`config.mk`:
```
export PLATFORM = sky130hd
export DESIGN_NAME = mole_game_core
export DESIGN_NICKNAME = d
export VERILOG_FILES = /design/src/rtl/mole_game_core.sv
export SDC_FILE = /design/constraint.sdc
export NUM_CORES = 1
export LEC_CHECK = 0
export ABC_AREA = 1
export CAP_MARGIN = 20
export CORE_MARGIN = 2
export CORE_UTILIZATION = 45
export CTS_CLUSTER_DIAMETER = 60
export DETAILED_ROUTE_END_ITERATION = 8
export GPL_ROUTABILITY_DRIVEN = 1
export PLACE_DENSITY = 0.65
export SYNTH_ARGS = -nofsm -noshare
export SYNTH_HDL_FRONTEND = slang
export SYNTH_SLANG_ARGS = --single-unit
```
`constraint.sdc`:
```
create_clock -name clk -period 3.3 [get_ports clk]
set_input_delay 0.33 -clock clk [delete_from_list [all_inputs] [get_ports clk]]
set_output_delay 0.33 -clock clk [all_outputs]
set_load 0.005 [all_outputs]
```
`src/rtl/mole_game_core.sv`:
```
// Whack-a-mole game core: round FSM, BCD countdown, LFSR mole spawner with lifetime,
// one-hot hit detection and a saturating BCD score. Every output comes straight from a register.
module mole_game_core #(
   parameter int unsigned CLK_HZ     = 50_000_000,
   parameter int unsigned GAME_SEC   = 30,
   parameter int unsigned N_HOLES    = 9,
   parameter int unsigned MOLE_TICKS = 2,
   parameter int unsigned PENALTY    = 0,
   parameter logic [7:0]  LFSR_SEED  = 8'hA5
) (
   input  logic               clk,
   input  logic               rst,
   input  logic               inGame,
   input  logic [N_HOLES-1:0] hit,
   output logic               tick,
   output logic               playing,
   output logic               game_over,
   output logic               mole_valid,
   output logic [3:0]         position,
   output logic [3:0]         sec1,
   output logic [3:0]         sec2,
   output logic [3:0]         score1,
   output logic [3:0]         score2
);

   localparam int unsigned      CNT_W    = (CLK_HZ > 1) ? $clog2(CLK_HZ) : 1;
   localparam logic [CNT_W-1:0] CNT_MAX  = CNT_W'(CLK_HZ - 1);
   localparam logic [7:0]       SEC_INIT = 8'(((GAME_SEC / 10) << 4) | (GAME_SEC % 10));
   localparam logic [4:0]       NH       = 5'(N_HOLES);
   localparam logic [3:0]       AGE_MAX  = 4'(MOLE_TICKS);

   localparam logic [1:0] ST_IDLE = 2'd0;
   localparam logic [1:0] ST_PLAY = 2'd1;
   localparam logic [1:0] ST_OVER = 2'd2;

   logic [1:0]       state_q, state_d;
   logic [CNT_W-1:0] cnt_q, cnt_d;
   logic [7:0]       lfsr_q, lfsr_d;
   logic [3:0]       pos_q, pos_d;
   logic             mv_q, mv_d;
   logic [3:0]       age_q, age_d;
   logic [7:0]       sec_q, sec_d;
   logic [7:0]       score_q, score_d;
   logic             tick_q;
   logic             playing_q;
   logic             over_q;

   logic             tick_s;
   logic [15:0]      hit_ext_s;
   logic             hit_ok_s;
   logic             hit_bad_s;

   // Fibonacci LFSR, taps x^8+x^6+x^5+x^4+1
   function automatic logic [7:0] lfsr_step(input logic [7:0] l);
      return {l[6:0], l[7] ^ l[5] ^ l[4] ^ l[3]};
   endfunction

   function automatic logic [3:0] pick_hole(input logic [7:0] l, input logic [3:0] cur);
      logic [4:0] c;
      c = {1'b0, l[3:0]} % NH;
      if (c[3:0] == cur) begin
         c = (c + 5'd1) % NH;
      end else begin
         c = c;
      end
      return c[3:0];
   endfunction

   function automatic logic [7:0] bcd_inc(input logic [7:0] v);
      logic [7:0] r;
      if (v == 8'h99) begin
         r = v;
      end else if (v[3:0] == 4'd9) begin
         r = {v[7:4] + 4'd1, 4'd0};
      end else begin
         r = {v[7:4], v[3:0] + 4'd1};
      end
      return r;
   endfunction

   function automatic logic [7:0] bcd_dec(input logic [7:0] v);
      logic [7:0] r;
      if (v == 8'h00) begin
         r = v;
      end else if (v[3:0] == 4'd0) begin
         r = {v[7:4] - 4'd1, 4'd9};
      end else begin
         r = {v[7:4], v[3:0] - 4'd1};
      end
      return r;
   endfunction

   assign hit_ext_s = 16'(hit);
   assign tick_s    = (state_q == ST_PLAY) && (cnt_q == CNT_MAX);
   assign hit_ok_s  = mv_q & hit_ext_s[pos_q];
   assign hit_bad_s = mv_q & (PENALTY != 0) & (|(hit_ext_s & ~(16'd1 << pos_q)));

   // Next-state logic for the round, timer, mole and score
   always_comb begin
      state_d = state_q;
      lfsr_d  = lfsr_step(lfsr_q);
      pos_d   = pos_q;
      mv_d    = mv_q;
      age_d   = age_q;
      sec_d   = sec_q;
      score_d = score_q;
      if (cnt_q == CNT_MAX) begin
         cnt_d = '0;
      end else begin
         cnt_d = cnt_q + CNT_W'(1);
      end

      case (state_q)
         ST_IDLE: begin
            sec_d   = SEC_INIT;
            score_d = 8'h00;
            mv_d    = 1'b0;
            age_d   = 4'd0;
            if (inGame) begin
               state_d = ST_PLAY;
               cnt_d   = '0;
               pos_d   = pick_hole(lfsr_q, pos_q);
               mv_d    = 1'b1;
            end else begin
               state_d = ST_IDLE;
            end
         end
         ST_PLAY: begin
            if (!inGame) begin
               state_d = ST_IDLE;
               sec_d   = SEC_INIT;
               score_d = 8'h00;
               mv_d    = 1'b0;
               age_d   = 4'd0;
            end else begin
               // a correct hit beats any wrong bits arriving with it
               if (hit_ok_s) begin
                  score_d = bcd_inc(score_q);
                  mv_d    = 1'b0;
               end else if (hit_bad_s) begin
                  score_d = bcd_dec(score_q);
               end else begin
                  score_d = score_q;
               end
               if (tick_s) begin
                  sec_d = bcd_dec(sec_q);
                  if (sec_q == 8'h01) begin
                     state_d = ST_OVER;
                     mv_d    = 1'b0;
                  end else if (hit_ok_s) begin
                     age_d = age_q;
                  end else if (mv_q) begin
                     if ((age_q + 4'd1) == AGE_MAX) begin
                        pos_d = pick_hole(lfsr_q, pos_q);
                        age_d = 4'd0;
                     end else begin
                        age_d = age_q + 4'd1;
                     end
                  end else begin
                     pos_d = pick_hole(lfsr_q, pos_q);
                     mv_d  = 1'b1;
                     age_d = 4'd0;
                  end
               end else begin
                  sec_d = sec_q;
               end
            end
         end
         ST_OVER: begin
            mv_d  = 1'b0;
            sec_d = 8'h00;
            if (!inGame) begin
               state_d = ST_IDLE;
               sec_d   = SEC_INIT;
               score_d = 8'h00;
            end else begin
               state_d = ST_OVER;
            end
         end
         default: begin
            state_d = ST_IDLE;
            mv_d    = 1'b0;
            age_d   = 4'd0;
            sec_d   = SEC_INIT;
            score_d = 8'h00;
         end
      endcase
   end

   // State and output registers; reset overrides every other event
   always_ff @(posedge clk) begin
      if (rst) begin
         state_q   <= ST_IDLE;
         cnt_q     <= '0;
         lfsr_q    <= LFSR_SEED;
         pos_q     <= 4'd0;
         mv_q      <= 1'b0;
         age_q     <= 4'd0;
         sec_q     <= SEC_INIT;
         score_q   <= 8'h00;
         tick_q    <= 1'b0;
         playing_q <= 1'b0;
         over_q    <= 1'b0;
      end else begin
         state_q   <= state_d;
         cnt_q     <= cnt_d;
         lfsr_q    <= lfsr_d;
         pos_q     <= pos_d;
         mv_q      <= mv_d;
         age_q     <= age_d;
         sec_q     <= sec_d;
         score_q   <= score_d;
         tick_q    <= tick_s;
         playing_q <= (state_d == ST_PLAY);
         over_q    <= (state_d == ST_OVER);
      end
   end

   assign tick       = tick_q;
   assign playing    = playing_q;
   assign game_over  = over_q;
   assign mole_valid = mv_q;
   assign position   = pos_q;
   assign sec1       = sec_q[3:0];
   assign sec2       = sec_q[7:4];
   assign score1     = score_q[3:0];
   assign score2     = score_q[7:4];

endmodule

```
* Yosys cells after proc, flatten, opt, wreduce, memory -nomap -nowiden *
Cells that the tools add are included.

cells by class
  eq/ne operators = 25
  multiplexer cells = 47
  add/subtract/negate cells = 7
  reduce and logical (&&, ||, !) cells = 11
  divide/modulo/power cells = 2
  magnitude comparators = 1
  bitwise operators = 5

operators by type and width
  kind                                                                          count
  26-bit two-way mux                                                            3
  8-bit two-way mux                                                             9
  4-bit two-way mux                                                             14
  8-bit case mux with 2 select lines                                            2
  26-bit by 1-bit adder with 26-bit output, second input constant               1
  26-bit == test, second input constant                                         1
  3-bit inequality test, second input constant                                  6
  4-bit case mux with 2 select lines                                            2
  4-bit by 1-bit adder with 4-bit output, second input constant                 3
  2-bit inequality test, second input constant                                  6
  1-bit two-way mux                                                             9
  3-bit by 2-bit inequality test with 1-bit output, second input constant       3
  8-bit by 1-bit == test with 1-bit output, second input constant               1
  8-bit == test, second input constant                                          1
  8-bit logical NOT                                                             1
  2-bit two-way mux                                                             4
  4-bit AND reduction                                                           2
  4-bit by 1-bit subtractor with 4-bit output, second input constant            2
  7-bit AND reduction                                                           1
  6-bit two-way mux                                                             1
  2-bit case mux with 3 select lines                                            1
  3-bit AND reduction                                                           2
  5-bit by 1-bit adder with 5-bit output, second input constant                 1
  4-bit by 5-bit less-than comparator with 1-bit output, second input constant  1
  other kinds (17)                                                              21

storage, ports and cells
  flip-flop bits (word level) = 64
  input port bits = 12
  output and inout bits = 24
  word-level logic and storage cells = 111

* Depth between registers and ports, before layout *
Gate-level depths: netlist of run 1.

  word-level depth = 11
  gate-level depth with buffers = 24
  mapped depth without buffers = 24

* Worst setup path after synthesis of run 1 *
No wires, ideal clock.

  kind = register to register
  start = register lfsr_q[1]
  end = register pos_q[1] (netlist: position[1])
  slack = 775 ps
  buffers on the path = 0
  stages on the path, launching flop included = 25
  library setup time = 66 ps
  data required time = 3234 ps
  period minus slack after synthesis = 2525 ps
  arrival = 2459 ps
  cells stage by stage = dfxtp_1 -> inv_1 -> ha_1 -> inv_1 -> nand3_2 -> nand2_1 -> nand2_1 -> nand2_2 -> inv_1 -> ha_1 -> inv_1 -> nor2_1 -> nand4_2 -> nand3_1 -> nand2_1 -> inv_1 -> ha_1 -> inv_1 -> nand2_1 -> nand2_2 -> nand2_2 -> nand2_1 -> o21ai_1 -> nand2_1 -> a21oi_2

between the ends
  cells in the longest elaborated chain, start to end = 11
  elaborated cells between the ends (all ways) = 13
  those cells by class = add/sub (1); div (2); eq/ne (1); mux (9)

RTL lines
  element                                            RTL line  text
  from (decl)                                        38        logic [7:0] lfsr_q, lfsr_d;
  from (signal assigned)                             207       lfsr_q <= lfsr_d;
  4-bit by 4-bit remainder unit with 5-bit output *  60        c = {1'b0, l[3:0]} % NH;
  5-bit by 1-bit adder with 5-bit output             62        c = (c + 5'd1) % NH;
  5-bit by 4-bit remainder unit with 5-bit output    62
  4-bit two-way mux *                                61        if (c[3:0] == cur) begin
  4-bit two-way mux                                  153       if ((age_q + 4'd1) == AGE_MAX) begin
  4-bit two-way mux                                  152       end else if (mv_q) begin
  4-bit two-way mux                                  150       end else if (hit_ok_s) begin
  4-bit two-way mux                                  147       if (sec_q == 8'h01) begin
  4-bit two-way mux                                  145       if (tick_s) begin
  4-bit two-way mux                                  129       if (!inGame) begin
  4-bit case mux with 2 select lines *               113       case (state_q)
  to (signal assigned)                               208       pos_q <= pos_d;
  to (decl)                                          39        logic [3:0] pos_q, pos_d;

Every way passes the cells marked *; elsewhere a longest branch is shown, timed or not. The select of a mux whose other input is x is not followed.
A chain may end at the register's enable or synchronous reset.

* Worst setup path in the final report of run 1 *
Ends and elaborated chain as after synthesis.

==> impl_results.md, run 1 <==
* Post-DP HPWL at 5790 microns
* Share of cells above drive strength 1 at 0.114
* Row count at 32
* Post-synth EDFFs at 0
* Final wirelength at 7720 microns
* Synth Register Bits at 64
* Clk slew on worst S/H paths at 80 ps
* Root Buffer: clkbuf_8
* Cells after synthesis at 489
* Biggest area consumer among synthesized cells: dfxtp_1
* Top cell type's share of synthesized area at 0.355
* Initial Util at 0.467
* Most frequent cells in the layout: inv_1, dfxtp_1, nor2_1
* Startpoint types: register
* Top cells by area, synth: dfxtp_1, ha_1, inv_1, nor2_1, nand2_1
* Status: finished, final reports clean
* Min Clock Period, post-route at 2860 ps
* Port buffer count at 35
* Clk_lat worst skew at 350 ps
* Largest net degree at the start of global routing at 26
* M2 GR Usage at 0.296
* Syn Nets at 522
* Synthesized area per cell at 7.38 sq um
* Crit path kind: register to register
* Setup-failing EPs final at 0
* Pre-CTS setup slack at 484 ps
* Count of different cell masters after synthesis at 44
* Critical path fanouts, max at 6
* Final Util at 0.559
* Final Cycle Share at 0.867
* Clock Skew at 8.94 ps
* Final setup TNS at 0 ps
* DRT Pass-1 Iters at 4
* 1st-iter DRT viols at 117
* Post-synth ARST share at 0
* # IOs at 36
* Most common cell after layout, fill and taps aside: inv_1
* Via count at 3206
* GR Overflow Total at 0
* Number of CTS-inserted buffers at 9
* CP required at 3590 ps
* Die Height at 93.5 microns
* Number of global-route vias before repair at 3071
* Die Wd at 93.5 microns
* WL/cell at 12.1 microns
* Gpl congestion at 0.824
* Slew @ Worst Pin at 471 ps
* Met1 GRT Util at 0.265
* Post-route DRC at 0
* Area added between synthesis and finish at 19.7%
* Postcts setup bufs at 0
* Gr usage total at 0.192
* Layer with the highest usage: met2
* Post-route insts no fill at 639
* Final worst slack at 439 ps
* Fin. max-slew vios at 0
* RSZ-0062 raised after global routing: false
* Antenna viol nets, final at 0
* Post-Syn Area at 3610 sq um
* Total of max-cap violations at 0
* FMAX at 350 MHz
* Max-slew headroom at 0.684
* WP data arrival at 3150 ps
* VDD IR-drop max at 0.000256 V
* Final hold violations at 0
* Main synth FF type: dfxtp_1
* Leakage power total at 0.00169 uW
* Crit end category: register
* CTS max path bufs at 2
* Seq/Total Area, Yosys at 0.355
* Yosys Warn Count at 0
* PostCTS Resize Cnt at 0
* Total core area at 7730 sq um
* PD cells at 441 nW/um^2
* Fillers at 770
* Drt via density at 5.02
* CTS sink cnt at 64
* CTS H-Tree Depth at 3
* Placed Cells incl. Taps at 623
* Hold Crit Class: register to register
* Overall Power at 1900 uW
* First-pass GRT wire length at 13600 microns
* Die Footprint at 8750 sq um
* CTS tree: yes
* GR Layer Usage met3 at 0.0419
* Antenna Cells at 0
* Cts hold-fix bufs at 0
* Nets at 565
* Initial antenna violation count at 0
critical path, stage by stage, from the launching register on:
cell and delay [ps]:
dfxtp_1 360, inv_1 90, ha_1 180, inv_1 60
nand3_2 120, nand2_1 80, nand2_1 60, nand2_2 120
inv_1 60, ha_1 340, inv_1 70, nor2_1 110
nand4_2 140, nand3_1 130, nand2_1 60, inv_1 70
ha_1 140, inv_1 40, nand2_1 80, nand2_2 70
nand2_2 90, nand2_1 60, o21ai_1 70, nand2_1 70
a21oi_2 130
report_power, final:
part / total, uW / internal [uW] / switching (uW) / leakage [uW]
registers: 816 / 793 / 22.8 / 0.000520
logic: 284 / 116 / 168 / 0.00105
clock network: 805 / 487 / 317 / 0.000115
stage by stage:
step	cell area, sq um	hold WS (ps)
2_1_floorplan	3610	389
3_3_place_gp	4080	397
3_5_place_dp	4080	396
4_1_cts	4320	415
5_1_grt	4320	445
6_report	4320	414
registers in the layout, indices dropped and copies added (netlist names):
register / count
age_q: 4
cnt_q: 26
game_over: 1
lfsr_q: 8
mole_valid: 1
playing: 1
position: 4
score_q: 8
sec_q: 8
state_q: 2
tick: 1
logic make-up (layout without fill, tap and decap cells):
kind of cell | count (synthesis) | count (layout) | share of synthesized area
buffers and inverters | 86 | 134 | 0.0912
adders and majority gates | 21 | 21 | 0.0728
xor gates and xnor gates | 19 | 19 | 0.0461
DFF | 64 | 64 | 0.355
and+or+nand+nor | 210 | 210 | 0.293
AOI/OAI and AO/OA | 89 | 89 | 0.142
worst paths after layout:
kind	endpoint	cells after the start	start	slack [ps]
hold / removal	lfsr_q[7]	1	lfsr_q[6]	410
hold reg to reg	lfsr_q[7]	1	lfsr_q[6]	410
setup / recovery	position[1]	24	lfsr_q[1]	440
setup reg to reg	position[1]	24	lfsr_q[1]	440
per-layer routing:
| layer | vias to the layer above | routed length (microns) |
|---|---|---|
| met3 | 11 | 238 |
| met2 | 32 | 3310 |
| met5 | - | 0 |
| met4 | 0 | 108 |
| li1 | 1702 | - |
| met1 | 1461 | 4060 |
final cells by class:
type,count,area (sq um),area share
repair buffers,37,365,0.0846
multi-input cells,339,2000,0.462
flip-flops and latches,64,1280,0.297
clock buffers,12,165,0.0382
well taps,102,128,0.0296
inverters,81,307,0.0710
clock inverters,4,75.1,0.0174
synthesized netlist by cell type (2+ instances only):
master,instances
dfxtp_1,64
inv_2,7
or2_2,5
inv_1,70
nand3_2,3
o211ai_1,5
nand3b_1,5
ha_1,21
clkbuf_1,4
clkinv_1,3
o21a_1,2
a21oi_1,36
nand3_1,30
nand2_4,2
o21ai_0,28
o22ai_1,3
o32ai_1,2
a211oi_1,2
nor3b_1,2
o21ai_1,2
nor2_1,59
nor3_1,12
xnor2_1,8
nor2_4,2
nor3_2,2
nand2_1,57
nor4_1,4
a31oi_1,3
nor2_2,5
nand4_1,10
nand2_2,8
xor2_1,11
No activity file was read; power rests on OpenSTA's default activity.
==> run 2: changes to the inputs <==
--- a/config.mk
+++ b/config.mk
@@ -6,12 +6,12 @@
 export NUM_CORES = 1
 export LEC_CHECK = 0
 export ABC_AREA = 1
-export CAP_MARGIN = 20
 export CORE_MARGIN = 2
 export CORE_UTILIZATION = 45
 export CTS_CLUSTER_DIAMETER = 60
 export DETAILED_ROUTE_END_ITERATION = 8
 export GPL_ROUTABILITY_DRIVEN = 1
+export HOLD_SLACK_MARGIN = 0.12
 export PLACE_DENSITY = 0.65
 export SYNTH_ARGS = -nofsm -noshare
 export SYNTH_HDL_FRONTEND = slang
==> results of run 2 <==
Final layout, timing and power as in run 1 (identical DEF).
==> run 3: changes to the inputs <==
--- a/config.mk
+++ b/config.mk
@@ -13,6 +13,7 @@
 export GPL_ROUTABILITY_DRIVEN = 1
 export HOLD_SLACK_MARGIN = 0.12
 export PLACE_DENSITY = 0.65
+export SLEW_MARGIN = 0
 export SYNTH_ARGS = -nofsm -noshare
 export SYNTH_HDL_FRONTEND = slang
 export SYNTH_SLANG_ARGS = --single-unit
==> results of run 3 <==
Final layout, timing and power as in run 1 (identical DEF).
==> RTL edit, RTL diff (flow settings as in run 3) <==
Change the parameter `N_HOLES` from 9 to 18.
--- a/src/rtl/mole_game_core.sv
+++ b/src/rtl/mole_game_core.sv
@@ -3,7 +3,7 @@
 module mole_game_core #(
    parameter int unsigned CLK_HZ     = 50_000_000,
    parameter int unsigned GAME_SEC   = 30,
-   parameter int unsigned N_HOLES    = 9,
+   parameter int unsigned N_HOLES    = 18,
    parameter int unsigned MOLE_TICKS = 2,
    parameter int unsigned PENALTY    = 0,
    parameter logic [7:0]  LFSR_SEED  = 8'hA5
Ports: changed (resized hit); port bits go from 36 to 45. The function was not compared with the original's and may differ.
==> RTL edit against run 3 <==
Via count grew 15%. Synthesized cell count grew 16%. Count of clock-buffer cells in the layout is the same. Cell area grew 5.9%. Sequential cell count is the same. Setup slack gained 0.73 ns. Synthesized area grew 6.2%. First-iteration DRC count grew 39%. Maximum frequency grew 34%. Worst hold slack gained 0.0063 ns. Sequential share of layout area shrank 1.6 points. Utilization shrank 0.24 points. Total power shrank 4.7%. Routed wire length grew 15%.
==> RTL edit: results (changes against run 3) <==
Cells and area
  • Final nets: 652 (+15%)
  • Max reg flops: 26 (unchanged)
  • Post-route non-filler standard cell count: 720 (+13%)
  • Layout cells sized above 1: 6.67% (-4.7 points)

Pwr
  • Int Power: 0.00136 W (-2.7%)
  • Maximum vdd ir drop: 0.000203 V (-21%)
  • P_seq: 0.000827 W (+1%)
  • Clk power: 0.000755 W (-6.2%)
  • P_leak: 2.01 nW (+19%)
  • Sw Pwr: 0.000456 W (-10%)

Routing
  • Initial DRT Pass Iterations: 4 (unchanged)
  • Total number of vias: 3697 (+15%)
  • Met1 WL: 4.31 mm (+6.2%)
  • Met3 routed WL: 373 microns (+57%)
  • Drt first-iter violations: 163 (+39%)
  • Total wire length: 8.92 mm (+15%)
  • Met2 wire length: 4.10 mm (+24%)

Placed design
  • Pre-CTS setup slack: 1.00 ns (+0.516 ns)
  • HPWL after DPL: 6.77 mm (+17%)
  • GPL Wtd Cong: 0.850 (+3.1%)
  • Placed insts: 705 (+13%)
  • Port Buffer Count: 42 (+20%)
  • Placed instance area: 4350 sq um (+6.7%)

Setup path
  • Worst r2r path cells: 13 (-46%)
  • Crit-path max cell delay: 0.55 ns (+0.19 ns)
  • R2r setup slk: 1.17 ns (+0.73 ns)
  • Worst endpoint data arrival time: 2.37 ns (-0.78 ns)
  • CP max FO: 12 (+6)
  • Worst R2R End: score_q[3]$_SDFFE_PP0P_
  • FF-to-FF Start: position[0]$_SDFFE_PP0P_

Global routing
  • Vias in the first global route: 3452 (+12%)
  • Grt met1 use: 27.5% (+0.94 points)
  • First-pass GRT wire length: 15.4 mm (+13%)
  • Largest net degree at the start of global routing: 22 (-15%)
  • M2 GR Usage: 34.6% (+5.1 points)
  • GRT Overall Usage: 20.9% (+1.7 points)
  • Met3 Use GR: 3.45% (-0.74 points)

STA
  • Fin Hold WS: 0.420 ns (+0.00632 ns)
  • Measured slew at the worst slew-check pin: 0.714 ns (+0.243 ns)
  • Setup Skew: 0.0107 ns (+0.00180 ns)

Yosys
  • Synth top area cells: dfxtp_1, nand2_1, inv_1
  • Synth unique cells: 39 (-11%)
  • Post-Synthesis Cells: 567 (+16%)
  • Post-synth ARST share: 0% (unchanged)
  • Top post-synthesis cells by count: nand2_1, inv_1, dfxtp_1, nor2_1, nand3_1
  • Register area share after synthesis: 33.4% (-2.1 points)
  • Synthesized netlist net count: 608 (+16%)
  • Yosys warning total: 0 (unchanged)

Status
  • Status: finished clean

Clock tree
  • Clock Pin Slew Worst Setup and Hold Paths: about 0.070 ns

Min path
  • Hold Startpoint: lfsr_q[6]$_SDFF_PP0_
  • Worst Hold Endpoint: lfsr_q[7]$_SDFF_PP1_
[RTL edit: worst reg2reg max path: stages, from the launching register on]
cell and delay, ns:
dfxtp_1 0.55, clkinv_1 0.33, nand2_1 0.13, nand2_1 0.05, nand2_1 0.05, nand3_1 0.07
nand3_1 0.07, nand2_1 0.10, nand2_1 0.14, nand3_2 0.18, nand2_1 0.20, nand2_1 0.06
nand2_1 0.06, nor2_1 0.04
[RTL edit: area by class of cell]
type                    count  area [sq um]
well taps                 105           131
multi-input cells         405          2180
clock buffers              12           155
flip-flops and latches     64          1280
fillers                   837          3640
clock inverters             3          65.1
inverters                  87           327
repair buffers             44           435
[RTL edit: cell families (layout without fill, tap and decap cells)]
kind of cell / count (synthesis) / in the layout / synth area share (%)
XOR/XNOR: 16 / 16 / 3.66
adder cells (fa/ha/maj): 20 / 20 / 6.53
buffers and inverters: 98 / 146 / 9.76
flip-flops: 64 / 64 / 33.4
AND/OR/NAND/NOR: 300 / 300 / 36.6
AO/OA/AOI/OAI: 69 / 69 / 10.0
[RTL edit: worst max-delay path by stage]
stage	start	to	slack (ns)	cells past startpoint
floorplan	lfsr_q[0]$_SDFF_PP1_	position[3]$_SDFFE_PP0P_	1.60	13
detailed placement	inGame	position[3]$_SDFFE_PP0P_	1.00	6
CTS	position[0]$_SDFFE_PP0P_	score_q[3]$_SDFFE_PP0P_	1.17	13
finish	position[0]$_SDFFE_PP0P_	score_q[3]$_SDFFE_PP0P_	1.17	13
global placement	inGame	position[3]$_SDFFE_PP0P_	1.02	6
global route	position[0]$_SDFFE_PP0P_	score_q[3]$_SDFFE_PP0P_	0.83	13
